### config.mk
export PLATFORM = sky130hd
export DESIGN_NAME = alu_arbiter
export DESIGN_NICKNAME = d
export VERILOG_FILES = /design/src/rtl/alu_arbiter.sv
export SDC_FILE = /design/constraint.sdc
export NUM_CORES = 1
export LEC_CHECK = 0
export ABC_AREA = 1
export BUFFER_PORTS_ARGS = -buffer_cell sky130_fd_sc_hd__buf_4
export CAP_MARGIN = 40
export CELL_PAD_IN_SITES_DETAIL_PLACEMENT = 0
export CELL_PAD_IN_SITES_GLOBAL_PLACEMENT = 1
export CORE_ASPECT_RATIO = 0.5
export CORE_UTILIZATION = 33
export DETAILED_ROUTE_END_ITERATION = 10
export GPL_ROUTABILITY_DRIVEN = 0
export PLACE_DENSITY_LB_ADDON = 0.1
export SYNTH_ARGS = -nofsm -noshare
export SYNTH_HDL_FRONTEND = slang
export SYNTH_SLANG_ARGS = --single-unit
### constraint.sdc
create_clock -name clk -period 1.9 [get_ports clk]
set_input_delay 0.38 -clock clk [delete_from_list [all_inputs] [get_ports clk]]
set_output_delay 0.38 -clock clk [all_outputs]
set_load 0.02 [all_outputs]
### src/rtl/alu_arbiter.sv
// Shares one 16-bit ALU between two valid/ready requesters, returning each result to its owner.
// Build option: define ALU_ARB_FIXED_PRI_EN to give requester 0 fixed priority instead of round-robin.
module alu_arbiter #(
  parameter int DATA_W      = 16,
  parameter int SEL_W       = 4,
  parameter int EXEC_CYCLES = 1
) (
  input  logic              clk,
  input  logic              rst_n,
  input  logic              req0_valid,
  output logic              req0_ready,
  input  logic [SEL_W-1:0]  req0_op,
  input  logic [DATA_W-1:0] req0_a,
  input  logic [DATA_W-1:0] req0_b,
  output logic              rsp0_valid,
  input  logic              rsp0_ready,
  output logic [DATA_W-1:0] rsp0_data,
  input  logic              req1_valid,
  output logic              req1_ready,
  input  logic [SEL_W-1:0]  req1_op,
  input  logic [DATA_W-1:0] req1_a,
  input  logic [DATA_W-1:0] req1_b,
  output logic              rsp1_valid,
  input  logic              rsp1_ready,
  output logic [DATA_W-1:0] rsp1_data,
  output logic [SEL_W-1:0]  alu_sel,
  output logic [DATA_W-1:0] alu_a,
  output logic [DATA_W-1:0] alu_b,
  input  logic [DATA_W-1:0] alu_out,
  output logic              busy
);

  typedef enum logic [1:0] {IDLE, EXEC, RESP} state_t;

  localparam logic [3:0] CNT_LOAD = 4'(EXEC_CYCLES - 1);

  state_t            r_state;
  state_t            w_nextState;
  logic              r_lastGrant;
  logic              r_owner;
  logic [3:0]        r_count;
  logic [SEL_W-1:0]  r_op;
  logic [DATA_W-1:0] r_a;
  logic [DATA_W-1:0] r_b;
  logic [DATA_W-1:0] r_rsp0Data;
  logic [DATA_W-1:0] r_rsp1Data;
  logic              w_grant;
  logic              w_accept;

  // Contention goes to the requester that did not win last time, unless fixed priority is built in.
  always_comb begin
    w_grant = 1'b0;
    if (req0_valid && req1_valid) begin
`ifdef ALU_ARB_FIXED_PRI_EN
      w_grant = 1'b0;
`else
      w_grant = ~r_lastGrant;
`endif
    end else if (req1_valid) begin
      w_grant = 1'b1;
    end
  end

  assign w_accept  = (r_state == IDLE) && rst_n && (req0_valid || req1_valid);
  assign rsp0_data = r_rsp0Data;
  assign rsp1_data = r_rsp1Data;

  always_ff @(posedge clk or negedge rst_n) begin
    if (!rst_n) r_state <= IDLE;
    else        r_state <= w_nextState;
  end

  always_comb begin
    w_nextState = r_state;
    req0_ready  = 1'b0;
    req1_ready  = 1'b0;
    rsp0_valid  = 1'b0;
    rsp1_valid  = 1'b0;
    alu_sel     = '0;
    alu_a       = '0;
    alu_b       = '0;
    busy        = 1'b1;
    case (r_state)
      IDLE: begin
        busy       = 1'b0;
        req0_ready = rst_n && req0_valid && !w_grant;
        req1_ready = rst_n && req1_valid && w_grant;
        if (w_accept) w_nextState = EXEC;
      end
      EXEC: begin
        alu_sel = r_op;
        alu_a   = r_a;
        alu_b   = r_b;
        if (r_count == 4'd0) w_nextState = RESP;
      end
      RESP: begin
        rsp0_valid = !r_owner;
        rsp1_valid = r_owner;
        if (r_owner ? rsp1_ready : rsp0_ready) w_nextState = IDLE;
      end
      default: w_nextState = IDLE;
    endcase
  end

  // The result register is written only on the final EXEC cycle, so it holds after the handshake.
  always_ff @(posedge clk or negedge rst_n) begin
    if (!rst_n) begin
      r_lastGrant <= 1'b1;
      r_owner     <= 1'b0;
      r_count     <= 4'd0;
      r_op        <= '0;
      r_a         <= '0;
      r_b         <= '0;
      r_rsp0Data  <= '0;
      r_rsp1Data  <= '0;
    end else if (w_accept) begin
      r_op        <= w_grant ? req1_op : req0_op;
      r_a         <= w_grant ? req1_a : req0_a;
      r_b         <= w_grant ? req1_b : req0_b;
      r_owner     <= w_grant;
      r_lastGrant <= w_grant;
      r_count     <= CNT_LOAD;
    end else if (r_state == EXEC) begin
      if (r_count == 4'd0) begin
        if (r_owner) r_rsp1Data <= alu_out;
        else         r_rsp0Data <= alu_out;
      end else begin
        r_count <= r_count - 4'd1;
      end
    end
  end

endmodule
==> impl_results.rst <==
.. list-table::
   :header-rows: 1

   * - Metric
     - Value
   * - Result of the run
     - finished clean
   * - Detailed Route WL
     - 10700 µm
   * - Rows
     - 27
   * - Mean number of vias per cell
     - 4.42
   * - Most common cell type on the critical path
     - sky130_fd_sc_hd__nand2_1
   * - Number of primary I/O pins
     - 167
   * - Transition time of the tightest slew-check pin
     - 0.471 ns
   * - Setup repair after global routing missed its margin
     - no
   * - Met2 layer wire length in the routed design
     - 4700 µm
   * - Total number of clock tree sinks
     - 76
   * - Final critical-path share of the clock period
     - 94.0%
   * - Yosys top cell area share
     - 49.8%
   * - Sequential fraction of design power
     - 31.7%
   * - Initial core utilization
     - 34.1%
   * - Required time worst endpoint
     - 1.52 ns
   * - Worst skew pair latency
     - 0.33 ns
   * - Total placed cells including tap cells
     - 803
   * - P_int
     - 0.00497 W
   * - Logic depth of the worst register-to-register path
     - 5
   * - Count of input and output buffers
     - 166
   * - Post-synthesis cell type with the largest combined area
     - sky130_fd_sc_hd__dfrtp_1
   * - First drt pass iteration count
     - 4
   * - Overall fraction of global-route tracks in use
     - 17.9%
   * - Crit. Startpoint
     - r_lastGrant
   * - Total negative slack
     - 0 ns
   * - Critical-path maximum fanout
     - 4
   * - Remaining max-slew budget at the tightest pin
     - 68.6%
   * - Switching power
     - 0.00352 W
   * - R2r startpoint
     - r_state[0]
   * - Register bit total from synthesis
     - 76
   * - Number of global-route vias before repair
     - 3374
   * - Switching Fraction
     - 41.4%
   * - Number of standard cells in the layout, taps in and fillers out
     - 821
   * - Area of the die
     - 11900 µm²
   * - Worst Clk Skew
     - 0.00645 ns
   * - Post-route minimum period
     - 1.79 ns
   * - Critical path's largest stage delay
     - 0.53 ns
   * - CTS Buffer Depth
     - 2
   * - Met3 Wirelength
     - 682 µm
   * - Path type of the worst min-delay path
     - in -> async
   * - Final Net Count
     - 766
   * - Fraction of registers with async set or reset after synthesis
     - 100%
   * - Die width
     - 153 µm
   * - Crit path DAT
     - 1.41 ns
   * - Remaining routing DRC violations
     - 0
   * - CP Launch Type
     - flop
   * - Final number of max-transition violations
     - 0
   * - Number of max-cap violations
     - 0
   * - Total clock buffers created by CTS
     - 9
   * - Pwr per Cell Area
     - 1550 nW/µm²
   * - Setup violators final
     - 0
   * - Count of antenna-violating nets left after detailed routing
     - 0
   * - Worst-case vdd ir drop
     - 0.484 mV
   * - Syn-to-layout area delta
     - 45.5%
   * - Chip height
     - 77.6 µm
   * - Final Total Pwr
     - 0.00849 W
   * - Overall overflow remaining after global route
     - 0
   * - Global-route wire length before repair
     - 16800 µm
   * - Syn nets
     - 603
   * - Power share of the clock group
     - 19.8%
   * - Critical path cell sequence
     - nand2_1 -> nand2_1 -> inv_2 -> nor3_1 -> buf_4
   * - Leakage power figure
     - 3.06 nW
   * - Number of buffers added for setup after CTS
     - 0
   * - Fill cells
     - 1145
   * - Proportion of layout cells with a drive suffix above 1
     - 30.6%
   * - CP Buf/Inv Count
     - 2
   * - Number of inserted diodes
     - 0
   * - Core box area
     - 11000 µm²
   * - Antenna violations before repair
     - 0
   * - Deepest level of the CTS H-tree
     - 3
   * - CP endpoint
     - req0_ready
   * - Detailed placement HPWL
     - 7320 µm
   * - Largest net degree at the start of global routing
     - 46
   * - Combinational cell fraction of total power
     - 48.4%
   * - List of most frequent post-synthesis cells
     - sky130_fd_sc_hd__nand2_1 (225), sky130_fd_sc_hd__dfrtp_1 (75), sky130_fd_sc_hd__inv_1 (47), sky130_fd_sc_hd__nor2_1 (40), sky130_fd_sc_hd__o21ai_0 (25)
   * - Number of enable flip-flop cells after synthesis
     - 0
   * - Mapped Area
     - 3770 µm²
   * - Number of distinct library cells after synthesis
     - 26
   * - Highest clock rate
     - 0.560 GHz
   * - Top sig layer
     - met4
   * - Total of warnings raised by yosys
     - 0
   * - Register-to-register path setup slack
     - 0.27 ns
   * - DR iter-0 viols
     - 139
   * - Final hold violations
     - 0
   * - Worst R2R End
     - r_op[2]
   * - Sequential cell area fraction in the yosys report
     - 50.5%
   * - Clk Tree Root Cell
     - sky130_fd_sc_hd__clkbuf_16
   * - Cell family contributing the most delay on the critical path
     - flip-flops
   * - Critical Path Stages
     - 5
   * - Cell with the biggest individual delay on the critical path
     - sky130_fd_sc_hd__dfstp_2
   * - Most frequent cell after synthesis
     - sky130_fd_sc_hd__nand2_1
   * - Critical path start-end classification
     - reg -> out
   * - Routed length on met1
     - 5220 µm
   * - Total via count after detailed routing
     - 3627
   * - Most used DFF post-synth
     - sky130_fd_sc_hd__dfrtp_1
   * - Wire length per cell
     - 13.0 µm
   * - Post-Syn Instances
     - 508
   * - Kind of capture point of the worst setup path
     - output pin
   * - Clock tree from TritonCTS
     - built
   * - Reg clk slew, reported paths
     - 0.06 ns
   * - Top cells by area in the synthesized netlist
     - sky130_fd_sc_hd__dfrtp_1 (50%), sky130_fd_sc_hd__nand2_1 (22%), sky130_fd_sc_hd__inv_1 (4.7%), sky130_fd_sc_hd__nor2_1 (4.0%), sky130_fd_sc_hd__o21ai_0 (3.3%)
   * - Post-Synthesis Mean Instance Area
     - 7.42 µm²
==> kinds of logic (layout without fill, tap and decap cells) <==
| group | after synthesis | in the layout | share of synthesized area, % |
|---|---|---|---|
| DFF | 76 | 76 | 50.5 |
| adders and majority gates | 1 | 1 | 0.332 |
| AOI/OAI and AO/OA | 41 | 41 | 5.51 |
| xor gates and xnor gates | 1 | 1 | 0.232 |
| buffers and inverters | 78 | 246 | 9.33 |
| and+or+nand+nor | 311 | 311 | 34.1 |
==> worst reg2reg max path, stage by stage (launching register included) <==
cell and delay (ns):
sky130_fd_sc_hd__dfrtp_1 0.42, sky130_fd_sc_hd__nor2_2 0.19, sky130_fd_sc_hd__nand3_2 0.24, sky130_fd_sc_hd__clkinv_2 0.10, sky130_fd_sc_hd__buf_4 0.36, sky130_fd_sc_hd__o21ai_0 0.18
==> state kept, by name, indices dropped and copies added (netlist names) <==
register / flops
r_a: 16
r_b: 16
r_count: 4
rsp0_data: 16
rsp1_data: 16
r_state: 2
r_op: 4
r_lastGrant: 1
r_owner: 1
==> power groups by stage <==
| stage | Sequential, W | Clock (W) | Combinational [W] |
|---|---|---|---|
| 3_3_place_gp | 0.00270 | 0 | 0.00399 |
| 2_1_floorplan | 0.00305 | 0 | 0.00212 |
| 4_1_cts | 0.00269 | 0.00171 | 0.00405 |
| 6_report | 0.00269 | 0.00168 | 0.00411 |
| 5_1_grt | 0.00278 | 0.00179 | 0.00456 |
| 3_5_place_dp | 0.00271 | 0 | 0.00403 |
==> routing by layer <==
layer  global-route usage, %  vias to the layer above
li1                        -                     1886
met1                    23.6                     1623
met2                    28.9                      113
met3                    5.98                        5
met4                    3.33                        0
met5                       0                        -
==> area by class of cell <==
| class | instances | area, µm² | share of cell area, % |
|---|---|---|---|
| flip-flops and latches | 76 | 1900 | 34.7 |
| multi-input cells | 354 | 1520 | 27.7 |
| repair buffers | 181 | 1400 | 25.6 |
| clock buffers | 10 | 229 | 4.17 |
| inverters | 49 | 185 | 3.38 |
| well taps | 145 | 181 | 3.31 |
| clock inverters | 6 | 62.6 | 1.14 |
==> per-stage QoR <==
step | setup slack, ns | instance area (µm²) | hold WS [ns] | utilization (%)
after floorplan | 0.164 | 3770 | 0.0844 | -
after global placement | 0.305 | 5120 | 0.354 | 46.4
after detailed placement | 0.271 | 5140 | 0.358 | 46.5
after CTS | 0.0395 | 5440 | 0.00435 | 49.2
after global routing | 0.00372 | 5490 | 0.197 | 49.7
final | 0.115 | 5490 | 0.139 | 49.7
==> worst min-delay path by stage <==
stage | end | slack [ns] | depth (start not counted)
2_1_floorplan | r_a[0] | 0.08 | 0
3_3_place_gp | r_lastGrant | 0.35 | 1
3_5_place_dp | r_lastGrant | 0.36 | 1
4_1_cts | r_lastGrant | 0.004 | 1
5_1_grt | r_b[12] | 0.20 | 2
6_report | r_b[8] | 0.14 | 2
==> layout by cell type, fill, tap and decap left out, types with 4 or more instances in the layout <==
cell type,synthesis,layout
sky130_fd_sc_hd__nor2_1,40,40
sky130_fd_sc_hd__o21ai_1,13,13
sky130_fd_sc_hd__nand4_1,17,17
sky130_fd_sc_hd__clkinv_2,1,4
sky130_fd_sc_hd__nand2_1,225,225
sky130_fd_sc_hd__nand3_1,19,19
sky130_fd_sc_hd__clkbuf_16,0,10
sky130_fd_sc_hd__inv_1,47,47
sky130_fd_sc_hd__dfrtp_1,75,75
sky130_fd_sc_hd__buf_4,6,177
sky130_fd_sc_hd__o21ai_0,25,25
==> timing repair <==
action	4_1_cts	5_1_grt
cloned	0	1
hold endpoints to repair	0	1
hold buffers	0	1
pin swaps	0	0
setup endpoints to repair	35	35
gates resized for setup	1	3
Note: power is estimated with default switching activity, not from simulation.
